$ cat config.mk
export PLATFORM = sky130hd
export DESIGN_NAME = udp_audio_rx
export DESIGN_NICKNAME = d
export VERILOG_FILES = /design/src/rtl/udp_audio_rx.sv
export SDC_FILE = /design/constraint.sdc
export NUM_CORES = 1
export LEC_CHECK = 0
export ABC_AREA = 1
export BUFFER_PORTS_ARGS = -buffer_cell sky130_fd_sc_hd__buf_2
export CAP_MARGIN = 0
export CORE_MARGIN = 2
export CORE_UTILIZATION = 55
export DETAILED_ROUTE_END_ITERATION = 6
export PLACE_DENSITY = 0.78
export SLEW_MARGIN = 40
export SYNTH_ARGS = -nofsm -noshare
export SYNTH_HDL_FRONTEND = slang
export SYNTH_SLANG_ARGS = --single-unit
$ cat constraint.sdc
create_clock -name gmii_rx_clk -period 9.4 [get_ports gmii_rx_clk]
set_input_delay 1.88 -clock gmii_rx_clk [delete_from_list [all_inputs] [get_ports gmii_rx_clk]]
set_output_delay 1.88 -clock gmii_rx_clk [all_outputs]
set_load 0.02 [all_outputs]
$ cat src/rtl/udp_audio_rx.sv
// GMII receive-side Ethernet II / IPv4 / UDP parser that unpacks the UDP payload into 16-bit
// stereo PCM pairs. Define UDP_AUDIO_RX_STAT_EN to add good/dropped frame counters.
module udp_audio_rx #(
    parameter logic [47:0] LOCAL_MAC   = 48'h000A3501FEC0,
    parameter logic [15:0] LOCAL_PORT  = 16'd8080,
    parameter logic [15:0] MAX_PAYLOAD = 16'd1472
) (
    input  logic        gmii_rx_clk,
    input  logic        rst,
    input  logic        gmii_rx_dv,
    input  logic        gmii_rx_er,
    input  logic [7:0]  gmii_rxd,
    output logic [15:0] ldata_out,
    output logic [15:0] rdata_out,
    output logic        sample_valid,
    output logic        pkt_start,
    output logic        pkt_done,
    output logic        pkt_drop
`ifdef UDP_AUDIO_RX_STAT_EN
    ,
    output logic [15:0] good_pkt_cnt,
    output logic [15:0] drop_pkt_cnt
`endif
);

    typedef enum logic [2:0] {
        StIdle,
        StPreamble,
        StEthHdr,
        StIpHdr,
        StUdpHdr,
        StPayload,
        StWaitEnd
    } state_t;

    state_t      state_q;
    logic [15:0] cnt_q;
    logic [15:0] pay_len_q;
    logic [15:0] ulen_q;
    logic [7:0]  hi_byte_q;
    logic [7:0]  b0_q, b1_q, b2_q;
    logic        mac_match_q;
    logic        bcast_q;
    logic        hdr_ok_q;
    logic        armed_q;

    logic [7:0]  mac_byte;
    logic [15:0] pay_calc;
    logic        len_ok;

    always_comb begin
        mac_byte = LOCAL_MAC[47:40];
        case (cnt_q[2:0])
            3'd1:    mac_byte = LOCAL_MAC[39:32];
            3'd2:    mac_byte = LOCAL_MAC[31:24];
            3'd3:    mac_byte = LOCAL_MAC[23:16];
            3'd4:    mac_byte = LOCAL_MAC[15:8];
            3'd5:    mac_byte = LOCAL_MAC[7:0];
            default: mac_byte = LOCAL_MAC[47:40];
        endcase
        pay_calc = ulen_q - 16'd8;
        len_ok   = (ulen_q >= 16'd8) && (pay_calc <= MAX_PAYLOAD);
    end

    always_ff @(posedge gmii_rx_clk or posedge rst) begin
        if (rst) begin
            state_q      <= StIdle;
            cnt_q        <= 16'd0;
            pay_len_q    <= 16'd0;
            ulen_q       <= 16'd0;
            hi_byte_q    <= 8'd0;
            b0_q         <= 8'd0;
            b1_q         <= 8'd0;
            b2_q         <= 8'd0;
            mac_match_q  <= 1'b0;
            bcast_q      <= 1'b0;
            hdr_ok_q     <= 1'b0;
            armed_q      <= 1'b0;
            ldata_out    <= 16'd0;
            rdata_out    <= 16'd0;
            sample_valid <= 1'b0;
            pkt_start    <= 1'b0;
            pkt_done     <= 1'b0;
            pkt_drop     <= 1'b0;
        end else begin
            sample_valid <= 1'b0;
            pkt_start    <= 1'b0;
            pkt_done     <= 1'b0;
            pkt_drop     <= 1'b0;
            // A frame already in flight at reset release is skipped until dv goes low.
            if (!gmii_rx_dv) armed_q <= 1'b1;
            case (state_q)
                StIdle: begin
                    if (gmii_rx_dv) begin
                        state_q <= (armed_q && gmii_rxd == 8'h55) ? StPreamble : StWaitEnd;
                    end
                end
                StWaitEnd: begin
                    if (!gmii_rx_dv) state_q <= StIdle;
                end
                default: begin
                    if (!gmii_rx_dv) begin
                        state_q  <= StIdle;
                        pkt_drop <= (state_q != StPreamble);
                    end else if (gmii_rx_er) begin
                        state_q  <= StWaitEnd;
                        pkt_drop <= 1'b1;
                    end else begin
                        case (state_q)
                            StPreamble: begin
                                if (gmii_rxd == 8'hD5) begin
                                    state_q <= StEthHdr;
                                    cnt_q   <= 16'd0;
                                end else if (gmii_rxd != 8'h55) begin
                                    state_q <= StWaitEnd;
                                end
                            end
                            StEthHdr: begin
                                cnt_q <= cnt_q + 16'd1;
                                if (cnt_q == 16'd0) begin
                                    mac_match_q <= (gmii_rxd == mac_byte);
                                    bcast_q     <= (gmii_rxd == 8'hFF);
                                end else if (cnt_q <= 16'd5) begin
                                    mac_match_q <= mac_match_q && (gmii_rxd == mac_byte);
                                    bcast_q     <= bcast_q && (gmii_rxd == 8'hFF);
                                end
                                if (cnt_q == 16'd12) hi_byte_q <= gmii_rxd;
                                if (cnt_q == 16'd13) begin
                                    cnt_q <= 16'd0;
                                    if ((mac_match_q || bcast_q) &&
                                        {hi_byte_q, gmii_rxd} == 16'h0800) begin
                                        state_q <= StIpHdr;
                                    end else begin
                                        state_q  <= StWaitEnd;
                                        pkt_drop <= 1'b1;
                                    end
                                end
                            end
                            StIpHdr: begin
                                cnt_q <= cnt_q + 16'd1;
                                if (cnt_q == 16'd0) hdr_ok_q <= (gmii_rxd == 8'h45);
                                if (cnt_q == 16'd9) hdr_ok_q <= hdr_ok_q && (gmii_rxd == 8'h11);
                                if (cnt_q == 16'd19) begin
                                    cnt_q <= 16'd0;
                                    if (hdr_ok_q) begin
                                        state_q <= StUdpHdr;
                                    end else begin
                                        state_q  <= StWaitEnd;
                                        pkt_drop <= 1'b1;
                                    end
                                end
                            end
                            StUdpHdr: begin
                                cnt_q <= cnt_q + 16'd1;
                                if (cnt_q == 16'd2 || cnt_q == 16'd4) hi_byte_q <= gmii_rxd;
                                if (cnt_q == 16'd3) hdr_ok_q <= ({hi_byte_q, gmii_rxd} == LOCAL_PORT);
                                if (cnt_q == 16'd5) ulen_q <= {hi_byte_q, gmii_rxd};
                                if (cnt_q == 16'd7) begin
                                    cnt_q     <= 16'd0;
                                    pay_len_q <= pay_calc;
                                    if (hdr_ok_q && len_ok) begin
                                        if (pay_calc == 16'd0) begin
                                            state_q  <= StWaitEnd;
                                            pkt_done <= 1'b1;
                                        end else begin
                                            state_q <= StPayload;
                                        end
                                    end else begin
                                        state_q  <= StWaitEnd;
                                        pkt_drop <= 1'b1;
                                    end
                                end
                            end
                            StPayload: begin
                                cnt_q <= cnt_q + 16'd1;
                                if (cnt_q == 16'd0) pkt_start <= 1'b1;
                                case (cnt_q[1:0])
                                    2'd0: b0_q <= gmii_rxd;
                                    2'd1: b1_q <= gmii_rxd;
                                    2'd2: b2_q <= gmii_rxd;
                                    default: begin
                                        ldata_out    <= {b0_q, b1_q};
                                        rdata_out    <= {b2_q, gmii_rxd};
                                        sample_valid <= 1'b1;
                                    end
                                endcase
                                if (cnt_q == pay_len_q - 16'd1) begin
                                    state_q  <= StWaitEnd;
                                    pkt_done <= 1'b1;
                                end
                            end
                            default: state_q <= StWaitEnd;
                        endcase
                    end
                end
            endcase
        end
    end

`ifdef UDP_AUDIO_RX_STAT_EN
    always_ff @(posedge gmii_rx_clk or posedge rst) begin
        if (rst) begin
            good_pkt_cnt <= 16'd0;
            drop_pkt_cnt <= 16'd0;
        end else begin
            if (pkt_done) good_pkt_cnt <= good_pkt_cnt + 16'd1;
            if (pkt_drop) drop_pkt_cnt <= drop_pkt_cnt + 16'd1;
        end
    end
`endif

endmodule
==> reports/metrics.csv, run 1 <==
stage;metric;value;unit
logic_synthesis;ys_seq_area_share;45.5;%
power_and_ir_drop;power.total;1.89;mW
floorplan;rows;40;
global_route;grt_pass1_wl;28.4;mm
global_route;grt-ovfl-total;0;
final_layout;drive_above_1_share;15.8;%
clock_network;cts_tree;done;
placed_design;placed_area;7100;µm²
logic_synthesis;async_flop_share;100;%
floorplan;io_pins;48;
global_route;antenna_found_initial;0;
final_layout;layout_commonest_cell;nand2_1;
global_route;grt_util_all_layers;27.6;%
clock_network;postCtsSetupBuffers;0;
drt;drt_iter0_drc;582;
logic_synthesis;avgSynthCellArea;7.68;µm²
critical_path;critPathKind;in -> reg;
logic_synthesis;syn_nets;904;
final_layout;nets;952;
timing;tightest_slew;756;ps
timing;slew_viol_final;0;
timing;timing.final.crit_share;34.8;%
timing;max_freq;306;MHz
clock_network;cts_buffer_depth;2;
critical_path;path_common_cell;nor2_1;
clock_network;cts_resized;0;
clock_network;clk_pin_slew;60;ps
critical_path;critPathTopFamily;simple AND/OR/NAND/NOR gates;
placed_design;gp_congestion;0.913;
drt;wl;16.6;mm
critical_path;critPathBufInv;3;
drt;dr.pass1.iters;6;
logic_synthesis;synth_cell_type_count;51;
critical_path;arrival;3560;ps
timing;setup_violations;0;
timing;tns;0;ps
logic_synthesis;synth_seq_cells;123;
timing;post-route-min-period;3270;ps
critical_path;slowest_delay;590;ps
placed_design;port_buffers;47;
global_route;grt_pass1_vias;5724;
clock_network;cts_buffers;17;
drt;ant_nets;0;
drt;vias;6016;
clock_network;clock-sinks;123;
final_layout;final_area;7670;µm²
placed_design;placedCellCount;1057;
critical_path;cp.required;9690;ps
floorplan;die_w;115;µm
worst_hold_path;hold_class;reg -> reg;
critical_path;crit_slowest_cell;o21ai_2;
final_layout;final_cell_mix;nand2_1 (264), dfrtp_1 (123), nor2_1 (82);
critical_path;setup.worst_path.end_class;register;
clock_network;htree_num_levels;4;
drt;remaining_drc_errors;0;
final_layout;nFillCells;1039;
timing;slew_headroom;49.6;%
logic_synthesis;synth_edf_count;0;
floorplan;coreArea;12000;µm²
power_and_ir_drop;total_leakage_power;3.98;nW
final_layout;final_cells;1089;
clock_network;clock_latency;420;ps
global_route;grt_max_degree;64;
final_layout;area_growth;13.3;%
timing;clock_skew;7.89;ps
logic_synthesis;yosys_warnings;0;
logic_synthesis;synth-main-ff-cell;dfrtp_1;
critical_path;path_max_fanout;12;
logic_synthesis;synthesis.area;6770;µm²
timing;whs;468;ps
power_and_ir_drop;power.density;247;nW/µm²
drt;wl_per_cell;15.2;µm
status;outcome;complete, no violations;
logic_synthesis;syn_inst;881;
timing;rsz0062_at_grt;no;
critical_path;cp-start-kind;input pin;
floorplan;initial_utilization;56.3;%
timing;hold_viol_final;0;
flow_run;cap_violations;0;
power_and_ir_drop;peakVddDrop;173;µV
floorplan;die_height;115;µm
critical_path;cp_cell_sequence;buf_2, inv_2, nor2_4, nand3_1, nor2_1, o21ai_2, inv_2, nand3_1, nor2_1, nor2_1, nor3_1;
drt;via_per_inst;5.52;
floorplan;dieArea;13200;µm²
clock_network;cts_hold_buf;0;
clock_network;cts-root-buf;clkbuf_16;
placed_design;dp_hpwl;11.6;mm
final_layout;num_antenna_cells;0;
-- synthesized netlist by cell type (8+ instances only) --
| library cell | number | area (µm²) |
|---|---|---|
| nand4_1 | 14 | 87.6 |
| nand2_1 | 264 | 991 |
| nor2_1 | 82 | 308 |
| nor2_2 | 13 | 81.3 |
| o21ai_0 | 61 | 305 |
| xnor2_1 | 8 | 70.1 |
| ha_1 | 11 | 138 |
| inv_2 | 18 | 67.6 |
| nor3_1 | 14 | 70.1 |
| nand3_1 | 62 | 310 |
| inv_1 | 81 | 304 |
| a21oi_1 | 16 | 80.1 |
| clkbuf_1 | 10 | 37.5 |
| dfrtp_1 | 123 | 3080 |
| xor2_1 | 8 | 70.1 |
| o21ai_1 | 13 | 65.1 |
| nand2_2 | 9 | 56.3 |
| nor2_4 | 8 | 90.1 |
-- sequential cells by signal, indices dropped and copies added, names as in the netlist --
register and flops:
b0_q 8, mac_match_q 1, pkt_done 1, ulen_q 16, pkt_start 1, cnt_q 16
armed_q 1, pkt_drop 1, b2_q 8, bcast_q 1, sample_valid 1, rdata_out 16
pay_len_q 16, hi_byte_q 8, hdr_ok_q 1, b1_q 8, ldata_out 16, state_q 3
-- through the flow --
stage | setup slack (ps) | utilization (%)
floorplan | 4250 | -
global placement | 5740 | 59.1
detailed placement | 5760 | 59.1
CTS | 6160 | 63.8
global route | 5980 | 63.9
finish | 6130 | 63.9
-- worst min-delay path, cell delays in order, from the launching register on --
cell,delay [ps]
dfrtp_1,340
nand2_1,50
nand2_1,50
-- final timing paths --
check,slack (ps),start,depth (start not counted),end
worst max-delay path,6130,gmii_rx_dv,11,cnt_q[14]
worst min-delay path,470,b0_q[0],2,ldata_out[8]
worst max register to register,6950,cnt_q[7],7,ulen_q[10]
worst min register to register,470,b0_q[0],2,ldata_out[8]
max in group asynchronous,6930,rst,3,cnt_q[8]
min in group asynchronous,1520,rst,2,ldata_out[0]
-- cells by family (layout without fill, tap and decap cells) --
logic type                 Yosys count  in the layout  share of synthesized area [%]
and+or+nand+nor                    492            492                           33.0
DFF                                123            123                           45.5
buffers and inverters              120            181                           7.21
muxes                                1              1                          0.166
AOI/OAI and AO/OA                  118            118                           10.0
adders and majority gates           11             11                           2.03
xor gates and xnor gates            16             16                           2.07
-- power by group --
part	internal [mW]	switching, mW	leakage [nW]
registers	0.635	0.109	1.62
logic	0.174	0.349	2.08
clock network	0.369	0.259	0.278
-- layer usage --
metal	track usage [%]	vias to the layer above	share of wire [%]
li1	-	2947	-
met1	39.1	2827	46
met2	43.2	211	46
met3	5.80	31	6.2
met4	8.43	0	2.0
met5	0	-	0
-- final cells by class --
class                      instances  area (µm²)  area share [%]
multi-input combinational        638        3210            41.8
sequential                       123        3080            40.1
clock buffer                      18         429            5.59
inverter                         100         382            4.97
timing repair buffer              49         254            3.31
tap                              147         184            2.40
clock inverter                    14         138            1.79
Note: power is estimated with default switching activity, not from simulation.
==> run 2, diff against run 1 <==
- ABC_AREA: 1 -> 0
- PLACE_DENSITY: 0.78 -> 0.81
- clock period: 9.4 -> 2.9 ns (I/O delays scaled with it)
==> reports/metrics.csv, run 2 <==
stage;metric;value;unit;change
clock_network;cts-root-buf;clkbuf_16;;unchanged
critical_path;setup.worst_path.end_class;register;;unchanged
logic_synthesis;syn_nets;655;;was 904
timing;hold_viol_final;0;;unchanged
drt;wl_per_cell;18.9;µm;was 15.2 µm
logic_synthesis;yosys_warnings;0;;unchanged
drt;vias;5223;;was 6016
clock_network;clock-sinks;123;;unchanged
clock_network;cts_hold_buf;0;;unchanged
logic_synthesis;avgSynthCellArea;10.4;µm²;was 7.68 µm²
floorplan;initial_utilization;55.7;%;was 56.3%
drt;ant_nets;0;;unchanged
final_layout;nets;707;;was 952
final_layout;layout_commonest_cell;dfrtp_1;;was nand2_1
timing;slew_viol_final;0;;unchanged
clock_network;clk_pin_slew;60;ps;about the same
timing;tns;0;ps;unchanged
flow_run;cap_violations;0;;unchanged
drt;wl_met3;750;µm;was 1.02 mm
final_layout;fin_util;64.8;%;was 63.9%
global_route;grt_max_degree;72;;was 64
timing;clock_skew;10.4;ps;was 7.89 ps
logic_synthesis;syn_inst;633;;was 881
timing;tightest_slew;676;ps;was 756 ps
clock_network;htree_num_levels;4;;unchanged
clock_network;cts_resized;0;;unchanged
final_layout;area_growth;16.3;%;was 13.3%
placed_design;dp_hpwl;11.1;mm;was 11.6 mm
drt;dr_wl_met2;7.98;mm;was 7.65 mm
critical_path;path_max_fanout;15;;was 12
global_route;grt_util_all_layers;26.5;%;was 27.6%
clock_network;postCtsSetupBuffers;0;;unchanged
power_and_ir_drop;power.density;854;nW/µm²;was 247 nW/µm²
timing;rsz0062_at_grt;no;;unchanged
drt;wl;16.0;mm;was 16.6 mm
logic_synthesis;async_flop_share;100;%;unchanged
critical_path;critPathKind;reg -> reg;;was in -> reg
power_and_ir_drop;total_leakage_power;3.78;nW;was 3.98 nW
logic_synthesis;yosys-top-cells-area;dfrtp_1 (47%), mux2_2 (12%), nand2_1 (3.6%);;was dfrtp_1 (45%), nand2_1 (15%), nand3_1 (4.6%)
floorplan;io_pins;48;;unchanged
floorplan;rows;40;;unchanged
global_route;grt_pass1_vias;5253;;was 5724
placed_design;port_buffers;47;;unchanged
timing;post-route-min-period;2700;ps;
logic_synthesis;synthesis.area;6610;µm²;was 6770 µm²
timing;timing.final.crit_share;93.0;%;
drt;remaining_drc_errors;0;;unchanged
floorplan;coreArea;11900;µm²;was 12000 µm²
logic_synthesis;synth_common_cells;dfrtp_1 (123), mux2_2 (72), nand2_1 (63);;was nand2_1 (264), dfrtp_1 (123), nor2_1 (82)
global_route;grt_pass1_wl;26.6;mm;was 28.4 mm
critical_path;cp-start-kind;register;;was input pin
logic_synthesis;synth-main-ff-cell;dfrtp_1;;unchanged
logic_synthesis;synth_seq_cells;123;;unchanged
critical_path;arrival;2980;ps;was 3560 ps
clock_network;clock_latency;420;ps;about the same
timing;max_freq;371;MHz;
logic_synthesis;synth_top_area_share;46.6;%;was 45.5%
power_and_ir_drop;peakVddDrop;603;µV;was 173 µV
final_layout;drive_above_1_share;27.4;%;was 15.8%
floorplan;die_height;114;µm;was 115 µm
final_layout;final_cell_mix;dfrtp_1 (123), mux2_2 (72), nand2_1 (63);;was nand2_1 (264), dfrtp_1 (123), nor2_1 (82)
power_and_ir_drop;power.total;6.56;mW;was 1.89 mW
floorplan;dieArea;12900;µm²;was 13200 µm²
floorplan;die_w;114;µm;was 115 µm
final_layout;nFillCells;912;;was 1039
clock_network;cts_buffer_depth;2;;unchanged
global_route;grt-ovfl-total;0;;unchanged
critical_path;cp.required;3190;ps;was 9690 ps
drt;dr.pass1.iters;5;;was 6
clock_network;cts_buffers;17;;unchanged
logic_synthesis;yosysTopAreaCell;dfrtp_1;;unchanged
final_layout;num_antenna_cells;0;;unchanged
logic_synthesis;synth_most_common_cell;dfrtp_1;;was nand2_1
timing;setup_violations;0;;unchanged
drt;drt_iter0_drc;438;;was 582
drt;m1WireLength;6.82;mm;was 7.58 mm
logic_synthesis;ys_seq_area_share;46.6;%;was 45.5%
global_route;antenna_found_initial;0;;unchanged
status;outcome;complete, no violations;;unchanged
logic_synthesis;synth_cell_type_count;70;;was 51
drt;top_layer;met4;;unchanged
timing;slew_headroom;53.7;%;was 49.6%
logic_synthesis;synth_edf_count;0;;unchanged
drt;via_per_inst;6.18;;was 5.52
placed_design;gp_congestion;0.921;;was 0.913
worst_hold_path;hold_class;in -> async;;was reg -> reg
clock_network;cts_tree;done;;unchanged
-- run 2: kinds of logic after synthesis --
logic type               synth area share, %
multiplexers                            14.9
flip-flops                              46.6
buffers and inverters                   3.58
AND/OR/NAND/NOR                         17.7
AO/OA/AOI/OAI                           11.2
adder cells (fa/ha/maj)                 1.89
XOR/XNOR                                4.11
-- run 2: report_power, final --
group          switching [mW]  leakage, nW  internal (mW)  total (mW)
Combinational            1.16         1.80          0.906        2.06
Sequential              0.285         1.69           2.03        2.31
Clock                   0.803        0.292           1.38        2.19
-- run 2: worst max-delay path: stages (launching register included) --
cell	delay (ps)
dfrtp_1	520
ha_1	230
or4bb_1	470
or4_4	450
a21o_1	230
a21oi_4	150
buf_4	220
nor2b_1	60
o21ai_0	140
o31ai_1	90
-- run 2: per-stage QoR --
stage	hold slack (ps)	cells	setup WS, ps	cell area (µm²)
floorplan	457	633	385	6610
global placement	479	813	240	7070
detailed placement	488	813	90.5	7070
CTS	206	845	77.2	7680
global route	232	845	32.0	7680
finish	204	845	204	7680
-- run 2: final cells by class --
| class | instances | area (µm²) | share of cell area, % |
|---|---|---|---|
| flip-flops and latches | 123 | 3080 | 40.1 |
| clock inverters | 12 | 163 | 2.12 |
| well taps | 147 | 184 | 2.39 |
| multi-input cells | 454 | 3300 | 42.9 |
| inverters | 17 | 67.6 | 0.879 |
| clock buffers | 20 | 447 | 5.81 |
| repair buffers | 72 | 448 | 5.83 |
-- run 2: final timing paths --
check / slack (ps) / to / cells after the start / from
hold reg to reg: 500 / armed_q / 1 / armed_q
min in group gmii_rx_clk: 400 / armed_q / 2 / gmii_rx_dv
max in group asynchronous: 1970 / pay_len_q[12] / 3 / rst
setup / recovery: 200 / cnt_q[12] / 9 / cnt_q[1]
setup reg to reg: 200 / cnt_q[12] / 9 / cnt_q[1]
hold / removal: 200 / cnt_q[10] / 2 / rst
-- run 2: per-layer routing --
metal,vias up,track usage [%]
met3,40,5.95
met5,-,0
met1,2574,33.2
met2,187,44.6
li1,2422,-
met4,0,11.4
